File: config.mk
export PLATFORM = sky130hd
export DESIGN_NAME = hilo_muldiv_unit
export DESIGN_NICKNAME = d
export VERILOG_FILES = /design/src/rtl/hilo_muldiv_unit.sv
export SDC_FILE = /design/constraint.sdc
export NUM_CORES = 1
export LEC_CHECK = 0
export CORE_MARGIN = 5
export CORE_UTILIZATION = 28
export CTS_CLUSTER_DIAMETER = 40
export DETAILED_ROUTE_END_ITERATION = 10
export PLACE_DENSITY = 0.57
export SYNTH_ARGS = -nofsm -noshare
export SYNTH_HDL_FRONTEND = slang
export SYNTH_SLANG_ARGS = --single-unit
File: constraint.sdc
create_clock -name clk -period 10.3 [get_ports clk]
set_input_delay 1.03 -clock clk [delete_from_list [all_inputs] [get_ports clk]]
set_output_delay 1.03 -clock clk [all_outputs]
set_load 0.01 [all_outputs]
File: src/rtl/hilo_muldiv_unit.sv
// Iterative HI/LO multiply/divide unit: radix-2 shift-add MULTU, restoring DIVU, MTHI/MTLO.
// Define MULDIV_SIGNED_EN to add signed MULT/DIV (op[1]=1) through a sign-fix state.
module hilo_muldiv_unit #(
    parameter int unsigned WIDTH = 32
) (
    input  logic             clk,
    input  logic             rst_n,
    input  logic             start,
    input  logic [1:0]       op,
    input  logic [WIDTH-1:0] rs_val,
    input  logic [WIDTH-1:0] rt_val,
    input  logic             flush,
    input  logic             hi_we,
    input  logic             lo_we,
    input  logic [WIDTH-1:0] wdata,
    output logic             busy,
    output logic             done,
    output logic [WIDTH-1:0] hi,
    output logic [WIDTH-1:0] lo
);

    localparam int unsigned CntW = $clog2(WIDTH);

`ifdef MULDIV_SIGNED_EN
    typedef enum logic [1:0] {StIdle, StMul, StDiv, StFix} state_e;
`else
    typedef enum logic [1:0] {StIdle, StMul, StDiv} state_e;
`endif

    state_e               state_q, state_d;
    logic [CntW-1:0]      cnt_q, cnt_d;
    logic [2*WIDTH-1:0]   acc_q, acc_d;
    logic [WIDTH-1:0]     b_q, b_d;
    logic [WIDTH-1:0]     hi_q, hi_d;
    logic [WIDTH-1:0]     lo_q, lo_d;
    logic                 done_q, done_d;

    logic [WIDTH-1:0]     a_in, b_in;
    logic [WIDTH:0]       mul_sum;
    logic [2*WIDTH-1:0]   mul_next, div_next;
    logic [WIDTH:0]       div_shift, div_diff;
    logic                 last_iter;
    logic                 need_fix;

`ifdef MULDIV_SIGNED_EN
    logic                 sgn_q, sgn_d, div_op_q, div_op_d;
    logic                 a_neg_q, a_neg_d, b_neg_q, b_neg_d;
    logic                 a_neg_in, b_neg_in;
    logic [2*WIDTH-1:0]   prod_fix;
    logic [WIDTH-1:0]     quo_fix, rem_fix;

    // The datapath always works on magnitudes; signs are re-applied in StFix.
    assign a_neg_in = op[1] & rs_val[WIDTH-1];
    assign b_neg_in = op[1] & rt_val[WIDTH-1];
    assign a_in     = a_neg_in ? -rs_val : rs_val;
    assign b_in     = b_neg_in ? -rt_val : rt_val;
    assign need_fix = sgn_q;
    assign prod_fix = (a_neg_q ^ b_neg_q) ? -acc_q : acc_q;
    assign quo_fix  = (b_q == '0) ? '1 :
                      (a_neg_q ^ b_neg_q) ? -acc_q[WIDTH-1:0] : acc_q[WIDTH-1:0];
    assign rem_fix  = a_neg_q ? -acc_q[2*WIDTH-1:WIDTH] : acc_q[2*WIDTH-1:WIDTH];
`else
    logic unused_op_hi;
    assign unused_op_hi = op[1];
    assign a_in         = rs_val;
    assign b_in         = rt_val;
    assign need_fix     = 1'b0;
`endif

    // MUL: acc = {partial product, remaining multiplier bits}.
    assign mul_sum   = {1'b0, acc_q[2*WIDTH-1:WIDTH]} + (acc_q[0] ? {1'b0, b_q} : '0);
    assign mul_next  = {mul_sum, acc_q[WIDTH-1:1]};
    // DIV: acc = {partial remainder, dividend bits shifting out / quotient bits shifting in}.
    assign div_shift = acc_q[2*WIDTH-1:WIDTH-1];
    assign div_diff  = div_shift - {1'b0, b_q};
    assign div_next  = div_diff[WIDTH] ? {div_shift[WIDTH-1:0], acc_q[WIDTH-2:0], 1'b0}
                                       : {div_diff[WIDTH-1:0], acc_q[WIDTH-2:0], 1'b1};
    assign last_iter = (cnt_q == CntW'(WIDTH - 1));

    always_comb begin
        state_d = state_q;
        cnt_d   = cnt_q;
        acc_d   = acc_q;
        b_d     = b_q;
        hi_d    = hi_q;
        lo_d    = lo_q;
        done_d  = 1'b0;
`ifdef MULDIV_SIGNED_EN
        sgn_d    = sgn_q;
        div_op_d = div_op_q;
        a_neg_d  = a_neg_q;
        b_neg_d  = b_neg_q;
`endif
        unique case (state_q)
            StIdle: begin
                if (start && !flush) begin
                    acc_d   = {{WIDTH{1'b0}}, a_in};
                    b_d     = b_in;
                    cnt_d   = '0;
                    state_d = op[0] ? StDiv : StMul;
`ifdef MULDIV_SIGNED_EN
                    sgn_d    = op[1];
                    div_op_d = op[0];
                    a_neg_d  = a_neg_in;
                    b_neg_d  = b_neg_in;
`endif
                end else if (!start) begin
                    if (hi_we) hi_d = wdata;
                    if (lo_we) lo_d = wdata;
                end
            end
            StMul, StDiv: begin
                if (flush) begin
                    state_d = StIdle;
                    cnt_d   = '0;
                end else begin
                    acc_d = (state_q == StMul) ? mul_next : div_next;
                    cnt_d = cnt_q + 1'b1;
                    if (last_iter) begin
                        cnt_d = '0;
                        if (need_fix) begin
`ifdef MULDIV_SIGNED_EN
                            state_d = StFix;
`endif
                        end else begin
                            state_d = StIdle;
                            hi_d    = acc_d[2*WIDTH-1:WIDTH];
                            lo_d    = acc_d[WIDTH-1:0];
                            done_d  = 1'b1;
                        end
                    end
                end
            end
`ifdef MULDIV_SIGNED_EN
            StFix: begin
                state_d = StIdle;
                if (!flush) begin
                    hi_d   = div_op_q ? rem_fix : prod_fix[2*WIDTH-1:WIDTH];
                    lo_d   = div_op_q ? quo_fix : prod_fix[WIDTH-1:0];
                    done_d = 1'b1;
                end
            end
`endif
            default: state_d = StIdle;
        endcase
    end

    always_ff @(posedge clk or negedge rst_n) begin
        if (!rst_n) begin
            state_q <= StIdle;
            cnt_q   <= '0;
            acc_q   <= '0;
            b_q     <= '0;
            hi_q    <= '0;
            lo_q    <= '0;
            done_q  <= 1'b0;
`ifdef MULDIV_SIGNED_EN
            sgn_q    <= 1'b0;
            div_op_q <= 1'b0;
            a_neg_q  <= 1'b0;
            b_neg_q  <= 1'b0;
`endif
        end else begin
            state_q <= state_d;
            cnt_q   <= cnt_d;
            acc_q   <= acc_d;
            b_q     <= b_d;
            hi_q    <= hi_d;
            lo_q    <= lo_d;
            done_q  <= done_d;
`ifdef MULDIV_SIGNED_EN
            sgn_q    <= sgn_d;
            div_op_q <= div_op_d;
            a_neg_q  <= a_neg_d;
            b_neg_q  <= b_neg_d;
`endif
        end
    end

    assign busy = (state_q != StIdle);
    assign done = done_q;
    assign hi   = hi_q;
    assign lo   = lo_q;

endmodule

### Word-level counts from Yosys, hierarchy flattened

Index checks and enable logic that the tools add are counted.

* output and inout port bits: 66
* memories: 0
* ROM bits: 0
* memory bits (writable): 0
* register bits after elaboration: 168
* latch bits: 0
* logic and storage cells: 63
* bits of input ports: 104

* mux-type cells: 30
* add/sub/neg operators: 3
* shifts and indexed selects: 0
* equality and inequality tests: 11
* divide/modulo/power cells: 0
* multiply operators: 0
* bitwise logic cells: 0
* reductions and logical operators: 12
* $lt $le $gt $ge: 0

Operators by type and width (number)
* two-way mux 32 bit: 11
* two-way mux 64 bit: 4
* case mux 32 bit (2 select lines): 2
* case mux 64 bit (2 select lines): 1
* adder 32 x 32 -> 33 bit: 1
* subtractor 33 x 32 -> 33 bit: 1
* two-way mux 5 bit: 3
* inequality test 2 bit, second input constant: 7
* AND reduction 6 bit: 2
* case mux 5 bit (2 select lines): 1
* two-way mux 2 bit: 4
* AND reduction 2 bit: 3
* adder 5 x 1 -> 5 bit, second input constant: 1
* == test 5 bit, second input constant: 1
* case mux 2 bit (2 select lines): 1
* nonzero test 2 bit: 2
* two-way mux 1 bit: 3
* inequality test 3 bit, second input constant: 1
* AND reduction 3 bit: 1
* == test 2 x 1 -> 1 bit, second input constant: 1
* == test 2 bit, second input constant: 1
* logical NOT 2 bit: 1
* OR reduction 2 bit: 1
* logical AND 1 bit: 1
* logical NOT 1 bit: 1

### Longest topological paths before layout

Gate-level depths: netlist (run 1).

* word-level depth: 6
* depth in mapped cells: 16
* gate-level depth less buffers: 14

### Least setup slack after synthesis (run 1)

Ideal clock, no wire load.

* path kind: flip-flop to flip-flop
* start: register acc_q[31]
* end: register hi_q[31], in the netlist hi[31]
* data required time: 10.165 ns
* setup time: 0.135 ns
* period minus slack after synthesis: 3.391 ns
* cell stages (with the launch flop): 17
* data arrival time: 3.257 ns
* path buffers: 2
* slack: 6.909 ns
* path through: dfrtp_1 > inv_1 > ha_1 > inv_1 > fa_1 > a211oi_1 > o211ai_2 > a21boi_2 > a311o_1 > a211o_1 > a21oi_1 > or3_1 > buf_6 > buf_6 > and2_4 > o31ai_1 > a21oi_1

* word-level cells in the longest chain between the ends: 6

Ends and longest elaborated chain
* from (decl): RTL line 32 `logic [2*WIDTH-1:0] acc_q, acc_d;`
* from (signal assigned): RTL line 152 `acc_q <= '0;`
* from (signal assigned): RTL line 166 `acc_q <= acc_d;`
* subtractor 33 x 32 -> 33 bit: RTL line 75 `assign div_diff = div_shift - {1'b0, b_q};`
* two-way mux 64 bit: RTL line 76 `assign div_next = div_diff[WIDTH] ? {div_shift[WIDTH-1:0], acc_q[WIDTH-2:0], 1'b0}`
* two-way mux 64 bit: RTL line 117 `acc_d = (state_q == StMul) ? mul_next : div_next;`
* two-way mux 32 bit: RTL line 119 `if (last_iter) begin`
* two-way mux 32 bit: RTL line 113 `if (flush) begin`
* case mux 32 bit (2 select lines): RTL line 94 `unique case (state_q)`
* to (signal assigned): RTL line 168 `hi_q <= hi_d;`
* to (decl): RTL line 34 `logic [WIDTH-1:0] hi_q, hi_d;`

No other way between the ends. The select of a mux whose other input is x is not followed.
A chain may end at the register's enable or synchronous reset.

### Final worst setup path (run 1)

* start: register acc_q[31]
* end: register acc_q[49]

* word-level cells in the longest chain between the ends: 5

Ends and longest elaborated chain (RTL line)
* subtractor 33 x 32 -> 33 bit: 75
* two-way mux 64 bit: 76
* two-way mux 64 bit: 117
* two-way mux 64 bit: 113
* case mux 64 bit (2 select lines): 94

No other way between the ends. The select of a mux whose other input is x is not followed.

==> results of run 1 <==
==> registers in the layout, summed over array words and instances, names as in the netlist <==
name,flops
acc_q,64
cnt_q,5
lo,32
b_q,32
state_q,2
hi,32
done,1
==> cells in the mapped netlist (all sizes together) (7+ instances only) <==
cell type    n
o211ai      17
nand2      250
mux2i       42
inv         44
o21a         9
dfrtp      168
nor3        18
nor2        69
a211o        7
a211oi      10
or3          9
a21o        33
nand3       29
nor2b       15
nand2b       8
mux2         7
a31oi       20
xor2        20
and2        38
clkbuf      57
nand4        7
o21ai      221
a21oi       87
and3        12
ha          68
xnor2       27
a31o         7
o31ai       10
a32o         7
buf         16
==> worst min path at each step <==
stage	cells after the start	to	slack, ns
6_report	2	lo[12]	0.48
5_1_grt	2	lo[9]	0.51
4_1_cts	2	lo[12]	0.49
3_5_place_dp	2	lo[12]	0.47
3_3_place_gp	2	lo[31]	0.46
2_1_floorplan	2	cnt_q[4]	0.45
==> power by group <==
group	total [uW]	switching [uW]	leakage [uW]	internal (uW)
Clock	747	299	0.000323	448
Combinational	3480	2100	0.00378	1380
Sequential	1230	251	0.00210	975
Total	5460	2650	0.00620	2800
==> logic make-up after synthesis <==
| logic type | count (synthesis) |
|---|---|
| AOI/OAI and AO/OA | 478 |
| xor gates and xnor gates | 47 |
| adders and majority gates | 70 |
| buffers and inverters | 118 |
| DFF | 168 |
| muxes | 49 |
| and+or+nand+nor | 470 |
==> area by class of cell <==
| class | instances | area (sq um) | share of cell area [%] |
|---|---|---|---|
| repair buffers | 181 | 1780 | 12.4 |
| well taps | 532 | 666 | 4.64 |
| inverters | 45 | 169 | 1.18 |
| multi-input cells | 1114 | 6870 | 47.9 |
| flip-flops and latches | 168 | 4200 | 29.3 |
| clock buffers | 19 | 453 | 3.16 |
| clock inverters | 12 | 213 | 1.48 |
==> metal layers <==
| layer | track usage [%] | routed length (microns) | part of all wire, % | up-vias |
|---|---|---|---|---|
| met5 | 0 | 0 | 0 | - |
| met4 | 2.96 | 333 | 0.85 | 0 |
| met3 | 2.82 | 2330 | 5.9 | 19 |
| met2 | 26.4 | 17200 | 44 | 321 |
| met1 | 25.5 | 19300 | 49 | 5007 |
| li1 | - | - | - | 5246 |
==> worst max-delay path, cell delays in order, from the launching register on <==
cell and delay (ns):
dfrtp_1 0.44, inv_1 0.10, ha_1 0.20, inv_1 0.07, fa_1 0.45, a211oi_1 0.44
o211ai_2 0.19, a21boi_2 0.26, a311o_1 0.30, a211o_1 0.20, a21oi_1 0.11, or3_1 0.38
buf_4 0.28, o311ai_0 0.78, a32o_1 0.27
==> through the flow <==
stage	utilization, %	hold WS (ns)	setup WS [ns]	power [uW]
after floorplan	-	0.445	6.91	3580
after global placement	33.6	0.461	5.95	4650
after detailed placement	33.6	0.470	5.83	4700
after CTS	35.2	0.487	5.80	5460
after global routing	35.2	0.507	5.55	5920
final	35.2	0.479	5.76	5460
==> run_results.csv, run 1 <==
group,metric,value,unit
detailed_routing,drc_errors,0,
detailed_routing,wl,39200,microns
cts,clock_latency,0.44,ns
logic_synthesis,ys_async_sr_fraction,100,%
logic_synthesis,ys_ff_latch,168,
global_route,grtUsageTotal,17.0,%
logic_synthesis,yosysTopAreaCellShare,36.5,%
finish,drive_gt1_share,4.74,%
logic_synthesis,syn_area,11500,sq um
timing,period_minus_slack,4.54,ns
timing,relSlewSlack,25.6,%
timing,clock_skew,0.00983,ns
cts,cts_buffer_depth,2,
detailed_routing,first_pass_iters,5,
finish,nNetsFinal,1701,
logic_synthesis,syn_area_per_cell,8.22,sq um
timing,finalCritPeriodShare,44.1,%
global_route,antenna_found_initial,0,
cts,ctsHoldBuffers,0,
critical_path,crit_required,10.67,ns
floorplanning,rows,74,
timing,setup_tns,0,ns
detailed_routing,drt_iter0_drc,888,
critical_path,crit_end,"acc_q[49]",
finish,antenna_cells,0,
timing,slew_viol_final,0,
logic_synthesis,synth_compound_area_share,25.2,%
placed_design,gp_congestion,0.899,
finish,instances_no_fill,2071,
global_route,grt_max_degree,109,
logic_synthesis,synth-seq-area-share,36.5,%
critical_path,cp_max_fo,36,
logic_synthesis,synth_cells,1400,
logic_synthesis,synth-simple-area-share,18.5,%
flow_run,maxCapViolCount,0,
finish,fill_cells,4226,
critical_path,reg2reg_slack,5.76,ns
floorplanning,io_pins,170,
logic_synthesis,synth_top_family_by_area,"compound AO/OA/AOI/OAI gates",
cts,htreeDepth,4,
logic_synthesis,yosys-top-cells-area,"dfrtp_1 (37%), o21ai_0 (9.3%), nand2_1 (8.2%)",
critical_path,regToRegEndpoint,"acc_q[49]",
placed_design,io_buffer_count,168,
cts,cts_sinks,168,
cts,cts_tree,"yes",
cts,cts_setup_buffers,0,
critical_path,crit_type,"reg -> reg",
finish,final_area,14400,sq um
global_route,grt_pass1_vias,10400,
timing,hold_viol_final,0,
placed_design,dpl-instance-area,13700,sq um
placed_design,place_inst,2040,
detailed_routing,antenna_left,0,
logic_synthesis,synth_largest_area_cell,"dfrtp_1",
cts,cts-root-buf,"clkbuf_16",
placed_design,hpwl,29500,microns
floorplanning,die_y,213,microns
timing,worst_pin_slew,1.11,ns
power,irDropWorstVdd,0.154,mV
timing,setup_viol,0,
finish,syn_to_final_growth,24.7,%
timing,rsz0062_at_grt,"false",
power,leakagePower,0.00620,uW
critical_path,rr_worst_depth,14,
detailed_routing,vias,10600,
finish,layout.cells.most_common,"nand2_1",
detailed_routing,vias_per_cell,5.11,
floorplanning,die_area,45300,sq um
timing,fmax,220,MHz
logic_synthesis,synth-main-ff-cell,"dfrtp_1",
logic_synthesis,yosys_warnings,0,
cts,cts_resized,0,
logic_synthesis,syn-num-nets,1574,
cts,cts_inserted_buffers,17,
global_route,grt_pass1_wl,61200,microns
critical_path,critPathLaunch,"acc_q[31]",
logic_synthesis,synth_xor_area_share,3.58,%
global_route,grt-ovfl-total,0,
critical_path,endpoint_kind,"flop",
floorplanning,core_area,40700,sq um
critical_path,r2r_start,"acc_q[31]",
critical_path,critPathArrivalTime,4.91,ns
power,power.density,380,nW/um^2
logic_synthesis,ys_types,69,
logic_synthesis,synth-edff-count,0,
status,status,"complete, no violations",
min_path,worstHoldStart,"lo[12]",
critical_path,cp-start-kind,"flop",
min_path,hp-class,"reg -> reg",
floorplanning,fp.dieW,213,microns
floorplanning,initial_core_util,28.3,%
detailed_routing,wire_per_inst,18.9,microns
logic_synthesis,synth_mux_area_share,4.34,%
cts,clk_pin_slew,0.07,ns
finish,final_cell_mix,"nand2_1 (249), o21ai_0 (214), dfrtp_1 (168)",
logic_synthesis,synthAdderAreaFrac,7.74,%
Note: power is estimated with default switching activity, not from simulation.
==> inputs of run 2 (changes only) <==
--- a/config.mk
+++ b/config.mk
@@ -9,7 +9,7 @@
 export CORE_UTILIZATION = 28
 export CTS_CLUSTER_DIAMETER = 40
 export DETAILED_ROUTE_END_ITERATION = 10
-export PLACE_DENSITY = 0.57
+export PLACE_DENSITY = 0.58
 export SYNTH_ARGS = -nofsm -noshare
 export SYNTH_HDL_FRONTEND = slang
 export SYNTH_SLANG_ARGS = --single-unit
==> constraint.sdc (replaced) <==
create_clock -name clk -period 3.9 [get_ports clk]
set_input_delay 0.39 -clock clk [delete_from_list [all_inputs] [get_ports clk]]
set_output_delay 0.39 -clock clk [all_outputs]
set_load 0.01 [all_outputs]
==> run_results.csv, run 2 (same netlist as run 1, synthesis figures left out) <==
group,metric,value,unit
critical_path,critPathArrivalTime,4.08,ns
floorplanning,fp.dieW,213,microns
critical_path,endpoint_kind,"flop",
flow_run,maxCapViolCount,0,
detailed_routing,vias_per_cell,5.12,
timing,rsz0062_at_grt,"true",
placed_design,place_inst,2093,
detailed_routing,wire_per_inst,19.0,microns
placed_design,gp_congestion,0.875,
detailed_routing,drc_errors,0,
floorplanning,rows,74,
cts,clk_pin_slew,0.07,ns
timing,period_minus_slack,3.79,ns
finish,nNetsFinal,1762,
cts,clock_latency,0.44,ns
finish,antenna_cells,0,
finish,largest_reg_flops,64,
finish,final_cell_mix,"nand2_1 (248), o21ai_0 (211), dfrtp_1 (168)",
cts,cts_tree,"yes",
critical_path,reg2reg_slack,0.11,ns
timing,clock_skew,0.0111,ns
critical_path,rr_worst_depth,18,
cts,cts_buffer_depth,2,
detailed_routing,drt_iter0_drc,983,
global_route,grt-ovfl-total,0,
floorplanning,io_pins,170,
global_route,grt_max_degree,90,
critical_path,crit_type,"reg -> reg",
floorplanning,core_area,40700,sq um
timing,slew_viol_final,0,
cts,cts-root-buf,"clkbuf_16",
global_route,antenna_found_initial,0,
finish,layout.cells.most_common,"nand2_1",
power,power.total,15100,uW
detailed_routing,top_layer_used,"met4",
timing,hold_viol_final,0,
timing,relSlewSlack,30.7,%
critical_path,regToRegEndpoint,"hi[25]",
power,leakagePower,0.00648,uW
detailed_routing,met2_length,17700,microns
power,irDropWorstVdd,0.388,mV
global_route,grt_pass1_vias,10700,
timing,worst_pin_slew,1.04,ns
cts,ctsHoldBuffers,0,
finish,drive_gt1_share,9.87,%
floorplanning,initial_core_util,28.3,%
global_route,grtUsageTotal,17.4,%
finish,instances_no_fill,2133,
detailed_routing,antenna_left,0,
detailed_routing,vias,10900,
cts,cts_inserted_buffers,17,
detailed_routing,first_pass_iters,5,
finish,syn_to_final_growth,29.6,%
min_path,hp-class,"in -> async",
placed_design,io_buffer_count,168,
placed_design,hpwl,31100,microns
critical_path,cp-start-kind,"flop",
power,power.density,1010,nW/um^2
detailed_routing,wl_met1,19700,microns
timing,fmax,264,MHz
timing,finalCritPeriodShare,97.2,%
finish,fill_cells,4215,
detailed_routing,wl_met3,2420,microns
floorplanning,die_area,45300,sq um
status,status,"complete, no violations",
critical_path,crit_required,4.19,ns
cts,htreeDepth,4,
global_route,grt_pass1_wl,62000,microns
timing,setup_viol,0,
detailed_routing,wl,40500,microns
critical_path,r2r_start,"b_q[0]",
critical_path,cp_max_fo,4,
floorplanning,die_y,213,microns
cts,cts_sinks,168,
finish,top_register,"acc_q",
[run 2: cell types whose count changed in the layout (fill, tap and decap cells not counted), moves of 4 or more]
cell / before / now
ha_2: 1 / 5
buf_4: 13 / 68
ha_1: 66 / 60
bufinv_16: 5 / 1
[run 2: cell type report]
cell class,instances,area (sq um),share of cell area (%)
multi-input cells,1114,7010,47.0
flip-flops and latches,168,4200,28.2
repair buffers,242,2290,15.3
well taps,532,666,4.46
clock buffers,18,439,2.94
inverters,45,171,1.15
clock inverters,14,145,0.973
[run 2: stage by stage]
stage	worst slack (ns)	area [sq um]	setup TNS, ns	utilization, %	hold slack, ns
after detailed placement	-0.148	14100	-0.523	34.7	0.470
after global placement	-0.144	14100	-0.741	34.7	0.460
after CTS	-0.0165	14700	-0.0165	36.2	0.0601
after global routing	-0.0399	14900	-0.171	36.6	0.0931
after floorplan	0.509	11500	0	-	0.0944
final	0.110	14900	0	36.6	0.0172
[run 2: how the worst max path moves through the flow]
| stage | start | to |
|---|---|---|
| 2_1_floorplan | acc_q[31] | hi[31] |
| 3_3_place_gp | acc_q[31] | acc_q[56] |
| 6_report | b_q[0] | hi[25] |
| 5_1_grt | acc_q[31] | hi[25] |
| 4_1_cts | acc_q[31] | acc_q[43] |
| 3_5_place_dp | acc_q[31] | acc_q[54] |
[run 2: critical path, stage by stage (launching register included)]
cell	delay, ns
dfrtp_1	0.42
ha_4	0.19
inv_4	0.05
fa_2	0.23
a211oi_4	0.09
o211ai_4	0.24
a21boi_2	0.10
a311o_1	0.41
a211o_1	0.39
buf_6	0.14
nor4b_4	0.12
buf_4	0.16
nor3_4	0.21
buf_6	0.17
buf_4	0.11
buf_4	0.10
mux2_2	0.35
nand2_2	0.09
a31oi_1	0.08
[run 2: repair_timing]
| action | in CTS | in global routing |
|---|---|---|
| resized for setup | 4 | 32 |
| endpoints found under the setup margin | 23 | 62 |
| setup buffers | 2 | 8 |
| pin swaps | 3 | 14 |
[run 2: per-layer routing]
metal	vias up	global-route usage, %
met4	0	4.06
met5	-	0
met2	360	26.5
met3	41	2.76
met1	5142	26.1
li1	5374	-
[run 2: where the power goes]
part / switching (uW) / leakage (uW) / internal, uW / total (uW)
clock network: 809 / 0.000279 / 914 / 1720
registers: 646 / 0.00210 / 2570 / 3220
logic: 5890 / 0.00410 / 4290 / 10200
